===== src/rtl/regfile_write_arbiter.sv =====
// ----------------------------------------------------------------------------
// regfile_write_arbiter
//
// Arbitrates two writeback requesters (A = ALU, B = load unit) onto the single
// write port of a register file. Contention is resolved round robin. The
// granted write is registered and presented to the register file one cycle
// after the handshake.
//
// Ports
//   clk            single clock, all state updates on posedge
//   rst            asynchronous, active-high reset
//   a_valid/a_reg/a_data/a_ready   requester A handshake and payload
//   b_valid/b_reg/b_data/b_ready   requester B handshake and payload
//   hold           freezes arbitration (no ready, no grant) while high
//   reg_write      registered write enable to the register file
//   write_register registered destination index
//   write_data     registered write data
//   last_grant     0 = A granted most recently (or nothing yet), 1 = B
//   write_count    saturating count of issued writes
// ----------------------------------------------------------------------------
module regfile_write_arbiter #(
    parameter int size = 32
) (
    input  logic            clk,
    input  logic            rst,
    input  logic            a_valid,
    input  logic [4:0]      a_reg,
    input  logic [size-1:0] a_data,
    output logic            a_ready,
    input  logic            b_valid,
    input  logic [4:0]      b_reg,
    input  logic [size-1:0] b_data,
    output logic            b_ready,
    input  logic            hold,
    output logic            reg_write,
    output logic [4:0]      write_register,
    output logic [size-1:0] write_data,
    output logic            last_grant,
    output logic [15:0]     write_count
);

    localparam logic [1:0] IDLE   = 2'd0;
    localparam logic [1:0] LAST_A = 2'd1;
    localparam logic [1:0] LAST_B = 2'd2;

    logic [1:0]      r_state;
    logic            r_reg_write;
    logic [4:0]      r_write_register;
    logic [size-1:0] r_write_data;
    logic [15:0]     r_write_count;

    logic            w_enable;
    logic            w_grant_a;
    logic            w_grant_b;

    // Readiness is a function of valid, hold and state only. rst is folded in
    // so that nothing is accepted while the block is held in reset.
    assign w_enable  = !rst && !hold;
    // A wins unless B is also asking and A was served last.
    assign w_grant_a = w_enable && a_valid && (!b_valid || (r_state != LAST_A));
    assign w_grant_b = w_enable && b_valid && (!a_valid || (r_state == LAST_A));

    always_ff @(posedge clk or posedge rst) begin
        if (rst) begin
            r_state          <= IDLE;
            r_reg_write      <= 1'b0;
            r_write_register <= 5'd0;
            r_write_data     <= '0;
            r_write_count    <= 16'd0;
        end else begin
            r_reg_write <= w_grant_a || w_grant_b;
            if (w_grant_a) begin
                r_state          <= LAST_A;
                r_write_register <= a_reg;
                r_write_data     <= a_data;
            end else if (w_grant_b) begin
                r_state          <= LAST_B;
                r_write_register <= b_reg;
                r_write_data     <= b_data;
            end
            if ((w_grant_a || w_grant_b) && (r_write_count != 16'hFFFF)) begin
                r_write_count <= r_write_count + 16'd1;
            end
        end
    end

    assign a_ready        = w_grant_a;
    assign b_ready        = w_grant_b;
    assign reg_write      = r_reg_write;
    assign write_register = r_write_register;
    assign write_data     = r_write_data;
    assign last_grant     = (r_state == LAST_B);
    assign write_count    = r_write_count;

endmodule


===== config.mk =====
export PLATFORM = sky130hd
export DESIGN_NAME = regfile_write_arbiter
export DESIGN_NICKNAME = d
export VERILOG_FILES = /design/src/rtl/regfile_write_arbiter.sv
export SDC_FILE = /design/constraint.sdc
export NUM_CORES = 1
export LEC_CHECK = 0
export BUFFER_PORTS_ARGS = -buffer_cell sky130_fd_sc_hd__buf_2
export CORE_MARGIN = 1.5
export CORE_UTILIZATION = 48
export CTS_CLUSTER_DIAMETER = 120
export DETAILED_ROUTE_END_ITERATION = 10
export HOLD_SLACK_MARGIN = 0.06
export PLACE_DENSITY = 0.88
export SYNTH_ARGS = -nofsm -noshare
export SYNTH_HDL_FRONTEND = slang
export SYNTH_SLANG_ARGS = --single-unit

===== constraint.sdc =====
create_clock -name clk -period 2.6 [get_ports clk]
set_input_delay 0.26 -clock clk [delete_from_list [all_inputs] [get_ports clk]]
set_output_delay 0.26 -clock clk [all_outputs]
set_load 0.01 [all_outputs]

; Word level (Yosys, flattened, before mapping)
; Cells that the tools add are included.
[word_totals]
register_bits = 56
in_bits = 79
out_inout_bits = 57
[op_classes]
addsub = 1
n_eq_ne = 4
n_mux = 6
reduce_logical = 14
[op_table]
columns = cell, count
row1 = $mux 32, 2
row2 = $add 16x1->16 const B, 1
row3 = $ne 16x16->1 const B, 1
row4 = $mux 5, 2
row5 = $logic_and 1x1->1, 6
row6 = $logic_not 1->1, 4
row7 = $mux 2, 2
row8 = $logic_or 1x1->1, 3
row9 = $eq 2x1->1 const B, 1
row10 = $eq 2x2->1 const B, 1
row11 = $ne 2x1->1 const B, 1
row12 = $reduce_bool 2->1, 1

; Depth between registers and ports, before layout
; Gate-level depths: netlist of the first run.
[depth]
ltp_word = 6
mapped_depth = 7

; Least setup slack after synthesis of the first run
; OpenSTA, ideal clock, no wires.
[synth_timing]
kind = register -> register
from = register r_write_count[0] (netlist: write_count[0])
to = register r_write_count[1] (netlist: write_count[1])
setup_time_ns = 0.125
t_arrival_ns = 1.772
required_ns = 2.475
setup_slack_ns = 0.703
stages_incl_launch_ff = 6
path_cell_list = dfrtp_1 ha_1 nand3_1 or4_4 and2_4 mux2_4
[synth_via]
elab_chain_cells = 2
[synth_rtl]
columns = item, line_no
row1 = "start, declared", 50  ; logic [15:0] r_write_count;
row2 = "start signal, assigned", 82  ; r_write_count <= r_write_count + 16'd1;
row3 = "parallel branches: the longest is 2 deep, another holds $add 16x1->16", --
; Parallel ways; which one is timed is not known.
; A chain may end at the register's enable or synchronous reset.

; Worst setup path after layout of the first run
[layout_timing]
from = register r_write_count[1] (netlist: write_count[1])
to = register r_write_count[10] (netlist: write_count[10])
; Same word-level chain as after synthesis.

==> flow_summary.toml, run 1 <==
[worst_setup_path]
crit_path_start_kind = "flip-flop"
cp_slowest_cell = "nor4_1"
worstPathCellList = "ha_1 -> nand3_1 -> nor4_1 -> nand3_1 -> mux2_2"
cp_max_fo = 6
cp.arrival_ps = 2210
crit_path_end_kind = "flip-flop"
required_ps = 2800
path_class = "reg2reg"
crit_path_frequent_cell = "nand3_1"
critPathMaxStageDelay_ps = 600
cp_num_buf_inv = 0
cp_top_family = "simple AND/OR/NAND/NOR gates"

[clocking]
clkTransAtPathRegs_ps = 100
cts_resized = 0
hold_buffers = 0
cts_sinks = 56
post_cts_buffers = 0
cts_buffers = 5
cts_root_buf = "clkbuf_8"
cts_max_level = 2
clk_latency_ps = 300
cts_tree = "yes"
ctsLongestPathBuffers = 2

[power]
p_switching_w = 0.000684
p_leak_nw = 1.76
p_per_area_mw_per_mm2 = 645
internal_power_w = 0.00151
p_sw_frac = 0.312
ir_drop_v = 0.000333
seqPwrFrac = 0.515
p_clk_frac = 0.218
combPwrFrac = 0.266

[yosys]
synthCells = 280
ys_types = 36
syn-mean-instance-area_um2 = 9.17
syn_nets = 360
seq_area_frac_synth = 0.546
synth_area_mm2 = 0.00257
yosysWarnings = 0
synth-seq-cells = 56

[hold_path]
hold_class = "in2async"

[floorplanning]
io_pins = 136
fp.coreArea_mm2 = 0.00514
die_h_um = 76.1
start_util = 0.500
die_w_um = 76.1
dieArea_mm2 = 0.00580
row_count = 26

[finish]
stdcell_area_mm2 = 0.00340
final_nets = 492
drive_gt1_frac = 0.375
syn_to_final_growth_pct = 32.6
fillers = 448
diodes = 0

[job]
cap_violations = 0

[sta]
fmax_ghz = 0.497
rsz0062_at_grt = "no"
finalClockSkew_ps = 9.62
drv_slew = 0
period_needed_ps = 2010
setup_viol = 0
worstMarginPinSlew_ps = 772
worst_hold_slack_ps = 99.1
finalCritPeriodShare = 0.774
finalHoldViolations = 0
setup_tns_ps = 0
slew_headroom = 0.485

[placement]
place.gp.congestion = 0.841
port_buffers = 135
hpwl_um = 4550
postPlaceCellArea_mm2 = 0.00331

[global_route]
gr-total-overflow = 0
grt_pass1_vias = 2276
grt_max_degree = 39
track_usage = 0.223
antenna_found_initial = 0
grt_pass1_wl_um = 10500

[routing]
wl_per_cell_um = 12.9
viasPerCell = 5.07
drt_iter0_markers = 95
final_antenna_net_count = 0
vias = 2451
drt_wl_total_um = 6210
drc = 0
dr.pass1.iters = 5

[status]
status = "finished clean"
[path summary, 6_finish.rpt]
| check | from | endpoint | slack (ps) | depth (start not counted) |
|---|---|---|---|---|
| max | write_count[1] | write_count[10] | 590 | 5 |
| min | rst | write_count[15] | 100 | 2 |
| max reg2reg | write_count[1] | write_count[10] | 590 | 5 |
| min reg2reg | write_count[6] | write_count[6] | 520 | 1 |
| max in group asynchronous | rst | write_data[28] | 1750 | 3 |
| min in group clk | a_reg[2] | write_register[2] | 180 | 2 |
[cell families (layout without fill, tap and decap cells)]
group / Yosys count / after routing / synth area share
AO/OA/AOI/OAI: 48 / 48 / 0.123
XOR/XNOR: 11 / 11 / 0.0375
adder cells (fa/ha/maj): 1 / 1 / 0.00487
buffers and inverters: 22 / 155 / 0.0331
flip-flops: 56 / 56 / 0.546
multiplexers: 2 / 2 / 0.0102
AND/OR/NAND/NOR: 140 / 140 / 0.245
[registers in the layout, indices dropped and copies added, names as in the netlist]
| signal | count |
|---|---|
| write_data | 32 |
| write_count | 16 |
| write_register | 5 |
| reg_write | 1 |
| r_state | 2 |
[area by class of cell]
cell class | count | area (µm²) | share of cell area
inverter | 6 | 22.5 | 0.00662
tap | 70 | 87.6 | 0.0257
clock buffer | 8 | 90.1 | 0.0265
timing repair buffer | 141 | 721 | 0.212
multi-input combinational | 202 | 1080 | 0.318
sequential | 56 | 1400 | 0.412
[metrics by stage]
| step | utilization | std cells | total power, W | worst slack, ps |
|---|---|---|---|---|
| final | 0.662 | 483 | 0.00220 | 588 |
| after CTS | 0.662 | 483 | 0.00221 | 600 |
| after global routing | 0.662 | 483 | 0.00233 | 415 |
| after global placement | 0.645 | 475 | 0.00171 | 687 |
| after detailed placement | 0.645 | 475 | 0.00173 | 604 |
| after floorplan | - | 280 | 0.00145 | 703 |
[cell usage in the layout (no fill, tap or decap), types with 3 or more instances in the layout]
master	n
buf_2	135
nand2_1	69
dfrtp_1	56
nor2_1	38
a31oi_1	35
nand3_1	8
xnor2_1	8
clkbuf_8	6
buf_4	6
inv_1	4
and2_1	4
a221o_1	4
nand4_1	4
and3_1	3
xor2_1	3
nor3_1	3
[synth_stat cells, drive strengths merged]
cell type	count	share of area
ha	1	0.0049
clkbuf	13	0.019
and3	3	0.0073
nor4	1	0.0024
o21ai	3	0.0058
a21oi	2	0.0039
o211ai	1	0.0029
a31oi	35	0.085
nand3	8	0.016
nor2	38	0.056
o21a	1	0.0029
nor3	3	0.0058
nand4	5	0.018
o211a	1	0.0039
or2	1	0.0024
xnor2	8	0.027
or4	1	0.0044
nand4b	1	0.0034
nand2	69	0.10
mux2	2	0.010
clkinv	1	0.0015
and2	5	0.013
buf	3	0.0054
xor2	3	0.010
and4b	2	0.0078
nand3b	2	0.0058
nor2b	1	0.0024
a221o	4	0.016
inv	5	0.0073
dfrtp	56	0.55
a21o	1	0.0029
[power by group through the flow]
stage	Combinational (W)	Sequential [W]	Clock (W)
after CTS	0.000591	0.00113	0.000490
after floorplan	0.000244	0.00121	0
after global placement	0.000575	0.00114	0
after global routing	0.000648	0.00116	0.000523
after detailed placement	0.000589	0.00115	0
final	0.000585	0.00113	0.000479
[routing by layer]
metal	track usage	wire (µm)
met5	0	0
met2	0.385	2890
met4	0.0611	96
met3	0.0539	448
met1	0.279	2770
Power figures use the tool's default switching activity.
==> run 2, diff against run 1 <==
--- a/config.mk
+++ b/config.mk
@@ -5,13 +5,14 @@
 export SDC_FILE = /design/constraint.sdc
 export NUM_CORES = 1
 export LEC_CHECK = 0
+export ABC_AREA = 1
 export BUFFER_PORTS_ARGS = -buffer_cell sky130_fd_sc_hd__buf_2
 export CORE_MARGIN = 1.5
-export CORE_UTILIZATION = 48
+export CORE_UTILIZATION = 42
 export CTS_CLUSTER_DIAMETER = 120
 export DETAILED_ROUTE_END_ITERATION = 10
 export HOLD_SLACK_MARGIN = 0.06
-export PLACE_DENSITY = 0.88
+export PLACE_DENSITY = 0.79
 export SYNTH_ARGS = -nofsm -noshare
 export SYNTH_HDL_FRONTEND = slang
 export SYNTH_SLANG_ARGS = --single-unit
==> constraint.sdc (replaced) <==
create_clock -name clk -period 1.6 [get_ports clk]
set_input_delay 0.16 -clock clk [delete_from_list [all_inputs] [get_ports clk]]
set_output_delay 0.16 -clock clk [all_outputs]
set_load 0.01 [all_outputs]
==> flow_summary.toml, run 2 <==
[status]
status = "finished clean"

[power]
p_per_area_mw_per_mm2 = 926
ir_drop_v = 0.000421
p_leak_nw = 2.24

[sta]
drv_slew = 0
fmax_ghz = 0.661
slew_headroom = 0.595
timing.final.ws_setup_ps = 87.1
worst_hold_slack_ps = 73.6
finalHoldViolations = 0
finalCritPeriodShare = 0.946
setup_tns_ps = 0
worstMarginPinSlew_ps = 608
finalClockSkew_ps = 10.3
period_needed_ps = 1510
rsz0062_at_grt = "no"
setup_viol = 0

[yosys]
synth_area_mm2 = 0.00297
ys_types = 25
synthTopCellsByCount = "nand2_1 (141), dfrtp_1 (56), inv_1 (47), o21ai_0 (40), o21ai_1 (32)"
synth-seq-cells = 56
syn_nets = 475
synth_area_leader_cell = "dfrtp_1"
netlist_top_cells_area = "dfrtp_1 (47%), nand2_1 (18%), o21ai_0 (6.8%)"
synth_edf_count = 0
yosysMostFrequentCell = "nand2_1"
yosysTopAreaCellShare = 0.473
ys.flop_type = "dfrtp_1"
syn-mean-instance-area_um2 = 7.51
seq_area_frac_synth = 0.473
synthCells = 395
yosysWarnings = 0
async_flop_share = 1.00

[worst_setup_path]
cp_slowest_cell = "dfrtp_1"
critPathMaxStageDelay_ps = 440
cp_num_buf_inv = 1
crit_path_end_kind = "flip-flop"
cp_top_family = "simple AND/OR/NAND/NOR gates"
required_ps = 1790
cp.arrival_ps = 1700
crit_path_start_kind = "flip-flop"
path_class = "reg2reg"
worstPathCellList = "nand2_1 -> nor2_1 -> nand2_2 -> nor2_4 -> nor2_4 -> buf_4 -> nand2_1 -> o21ai_0"
cp_max_fo = 10

[placement]
hpwl_um = 5310
port_buffers = 135
place.gp.congestion = 0.842
postPlaceCellArea_mm2 = 0.00374
place_ws_ps = 0.703

[routing]
drt_iter0_markers = 112
vias = 2993
drt_wl_total_um = 7470
drc = 0
dr.pass1.iters = 4
viasPerCell = 4.69
final_antenna_net_count = 0
wl_per_cell_um = 11.7

[finish]
final_nets = 621
stdcell_area_mm2 = 0.00401
fillers = 634
diodes = 0
largest_reg_flops = 32
layout_commonest_cell = "nand2_1"
layout_common_cells = "nand2_1 (141), buf_2 (135), dfrtp_1 (55)"
drive_gt1_frac = 0.338
syn_to_final_growth_pct = 35.2

[floorplanning]
die_w_um = 87.0
start_util = 0.436
row_count = 30
fp.coreArea_mm2 = 0.00679
io_pins = 136
die_h_um = 87.0
dieArea_mm2 = 0.00757

[clocking]
cts_root_buf = "clkbuf_8"
cts_sinks = 56
clk_latency_ps = 300
clkTransAtPathRegs_ps = 100
ctsLongestPathBuffers = 2
cts_max_level = 2
cts_tree = "yes"
cts_buffers = 5

[job]
cap_violations = 0

[hold_path]
hold_class = "in2reg"

[global_route]
grt_pass1_wl_um = 12100
gr-total-overflow = 0
track_usage = 0.201
grt_pass1_vias = 2742
grt_max_degree = 72
antenna_found_initial = 0
==> run 2: cell types whose count changed in the layout (fill, tap and decap cells not counted), moves of 6 or more <==
cell     before  now
inv_1         4   45
o21ai_0       2   40
nand2_1      69  141
a31oi_1      35    0
o21ai_1       1   31
o21ai_2       0    6
nor2_1       38   18
buf_4         6   13
==> run 2: stage by stage <==
step            util  total power, W  std cells
6_report       0.590         0.00371        638
3_3_place_gp   0.551         0.00285        617
2_1_floorplan      -         0.00242        395
4_1_cts        0.575         0.00369        631
5_1_grt        0.590         0.00397        638
3_5_place_dp   0.551         0.00289        617
==> run 2: cells by family after synthesis <==
kind of cell,after synthesis,synth area share
AND/OR/NAND/NOR,187,0.261
AO/OA/AOI/OAI,78,0.142
buffers and inverters,67,0.103
flip-flops,56,0.473
XOR/XNOR,6,0.0177
adder cells (fa/ha/maj),1,0.00422
==> run 2: final timing paths <==
path	endpoint	slack (ps)	cells past startpoint	from
max	write_count[11]	90	8	write_count[14]
min	write_register[0]	70	3	b_reg[0]
max reg2reg	write_count[11]	90	8	write_count[14]
min reg2reg	write_data[30]	490	2	write_data[30]
max in group asynchronous	write_data[11]	600	4	rst
min in group asynchronous	write_data[4]	480	3	rst
==> run 2: worst register-to-register path, cell delays in order (launching register included) <==
cell and delay (ps):
dfrtp_1 440, nand2_1 100, nor2_1 190, nand2_2 170, nor2_4 160, nor2_4 50, buf_4 170, nand2_1 70
o21ai_0 70
==> run 2: layout make-up <==
class	count	area (µm²)	area share
Timing Repair Buffer	155	901	0.225
Tap cell	96	120	0.0300
Clock inverter	2	16.3	0.00406
Sequential cell	56	1400	0.350
Multi-Input combinational cell	273	1310	0.326
Inverter	50	191	0.0478
Clock buffer	6	72.6	0.0181
==> run 2: power breakdown <==
group / switching [W] / leakage (nW) / internal, W
clock: 0.000447 / 0.0414 / 0.000313
combinational: 0.000593 / 1.50 / 0.000511
sequential: 0.000201 / 0.706 / 0.00165
==> run 2: per-layer routing <==
layer | vias to the layer above | routed length (µm) | track usage | share of wire
met3 | 8 | 486 | 0.0455 | 0.065
met1 | 1343 | 3180 | 0.252 | 0.43
li1 | 1529 | - | - | -
met5 | - | 0 | 0 | 0
met2 | 113 | 3700 | 0.342 | 0.49
met4 | 0 | 106 | 0.0645 | 0.014
==> run 2: what timing repair did <==
| item | in CTS | in global routing |
|---|---|---|
| resized for setup | 0 | 9 |
| cloned | 1 | 2 |
| setup buffers | 2 | 5 |
| endpoints found under the setup margin | 7 | 17 |
| hold buffers | 3 | 0 |
| endpoints found under the hold margin | 22 | 0 |
| pin swaps | 1 | 4 |
==> run 3, diff against run 2 <==
--- a/config.mk
+++ b/config.mk
@@ -12,7 +12,7 @@
 export CTS_CLUSTER_DIAMETER = 120
 export DETAILED_ROUTE_END_ITERATION = 10
 export HOLD_SLACK_MARGIN = 0.06
-export PLACE_DENSITY = 0.79
+export PLACE_DENSITY_LB_ADDON = 0.25
 export SYNTH_ARGS = -nofsm -noshare
 export SYNTH_HDL_FRONTEND = slang
 export SYNTH_SLANG_ARGS = --single-unit
==> flow_summary.toml, run 3 (synthesis gave the netlist of run 2 again) <==
[sta]
finalHoldViolations = 0
slew_headroom = 0.733
finalClockSkew_ps = 6.63
setup_tns_ps = 0
drv_slew = 0
finalCritPeriodShare = 0.936
setup_viol = 0
timing.final.ws_setup_ps = 102
worstMarginPinSlew_ps = 401
period_needed_ps = 1500
fmax_ghz = 0.667

[power]
p_switching_w = 0.00122
combPwrFrac = 0.290
p_leak_nw = 2.17
ir_drop_v = 0.000394
internal_power_w = 0.00244
seqPwrFrac = 0.499
p_clk_frac = 0.211
p_per_area_mw_per_mm2 = 937
p_sw_frac = 0.333
power_w = 0.00366

[finish]
drive_gt1_frac = 0.320
layout_commonest_cell = "nand2_1"
diodes = 0
final_nets = 614
syn_to_final_growth_pct = 31.8
largest_reg_flops = 32
stdcell_area_mm2 = 0.00391
postLayoutCoreUtil = 0.575
layout_common_cells = "nand2_1 (141), buf_2 (135), dfrtp_1 (56)"

[routing]
dr.pass1.iters = 4
viasPerCell = 4.64
final_antenna_net_count = 0
drc = 0
drt_iter0_markers = 60
vias = 2928
drt_wl_total_um = 6910
wl_per_cell_um = 10.9

[global_route]
grt_pass1_vias = 2712
antenna_found_initial = 1
grt_max_degree = 68
grt_pass1_wl_um = 11400
track_usage = 0.189
gr-total-overflow = 0

[worst_setup_path]
path_class = "reg2reg"
crit_path_start_kind = "flip-flop"
cp-startpoint = "r_state[1]"
rr_worst_depth = 7
regToRegEndpoint = "write_register[0]"
crit_path_end = "write_register[0]"
r2r_start = "r_state[1]"
cp.arrival_ps = 1700
crit_path_end_kind = "flip-flop"
reg2reg_setup_slack_ps = 100
required_ps = 1800
cp_max_fo = 5

[floorplanning]
row_count = 30
start_util = 0.436
fp.coreArea_mm2 = 0.00679
die_w_um = 87.0
dieArea_mm2 = 0.00757
die_h_um = 87.0
io_pins = 136

[placement]
place.gp.congestion = 0.876
place_ws_ps = 22.4
hpwl_um = 5220
postPlaceCellArea_mm2 = 0.00373
port_buffers = 135

[clocking]
clk_latency_ps = 310
cts_root_buf = "clkbuf_8"
clkTransAtPathRegs_ps = 100
cts_sinks = 56
cts_buffers = 5
ctsLongestPathBuffers = 2
cts_tree = "yes"
cts_max_level = 2

[hold_path]
hold_class = "in2reg"

[job]
cap_violations = 0

[status]
status = "finished clean"
run 3: power by group through the flow:
stage / Clock [W] / Sequential, W / Combinational [W]
finish: 0.000772 / 0.00183 / 0.00106
global route: 0.000868 / 0.00187 / 0.00120
CTS: 0.000800 / 0.00183 / 0.00107
detailed placement: 0 / 0.00185 / 0.00106
global placement: 0 / 0.00185 / 0.00103
floorplan: 0 / 0.00195 / 0.000464
run 3: how the worst min path moves through the flow:
stage	startpoint	end	slack, ps	depth (start not counted)
floorplan	b_reg[0]	write_register[0]	280	2
CTS	a_reg[2]	write_register[2]	60	3
global placement	rst	write_data[0]	260	3
global route	a_reg[1]	write_register[1]	80	3
detailed placement	rst	write_data[0]	270	3
finish	a_reg[1]	write_register[1]	70	3
run 3: per-stage QoR:
| stage | instances | hold WS, ps |
|---|---|---|
| final | 631 | 71.8 |
| after global routing | 631 | 79.0 |
| after CTS | 630 | 62.9 |
| after detailed placement | 616 | 269 |
| after global placement | 616 | 263 |
| after floorplan | 395 | 280 |
run 3: timing repair:
action | in CTS | in global routing
setup buffers | 0 | 1
endpoints found under the setup margin | 0 | 12
hold endpoints to repair | 60 | 0
hold buffers | 6 | 0
gates resized for setup | 0 | 3
run 3: cell type report:
class                      instances  area (µm²)
tap                               96         120
multi-input combinational        272        1280
inverter                          50         189
timing repair buffer             149         833
clock buffer                       6        72.6
sequential                        56        1400
clock inverter                     2        16.3
fill                             659        2890
run 3: metal layers:
metal	vias up	share of wire	track usage
met5	-	0.0017	0
met4	2	0.019	0.0777
met3	14	0.058	0.0417
met2	93	0.49	0.322
met1	1306	0.43	0.230
li1	1513	-	-
run 3: worst max-delay path, cell delays in order (launching register included):
cell           delay, ps
dfrtp_1              390
inv_2                 70
nand3_1               80
nand2_2              110
inv_2                 70
nand2_1               50
nand3_1               60
dlygate4sd3_1        550
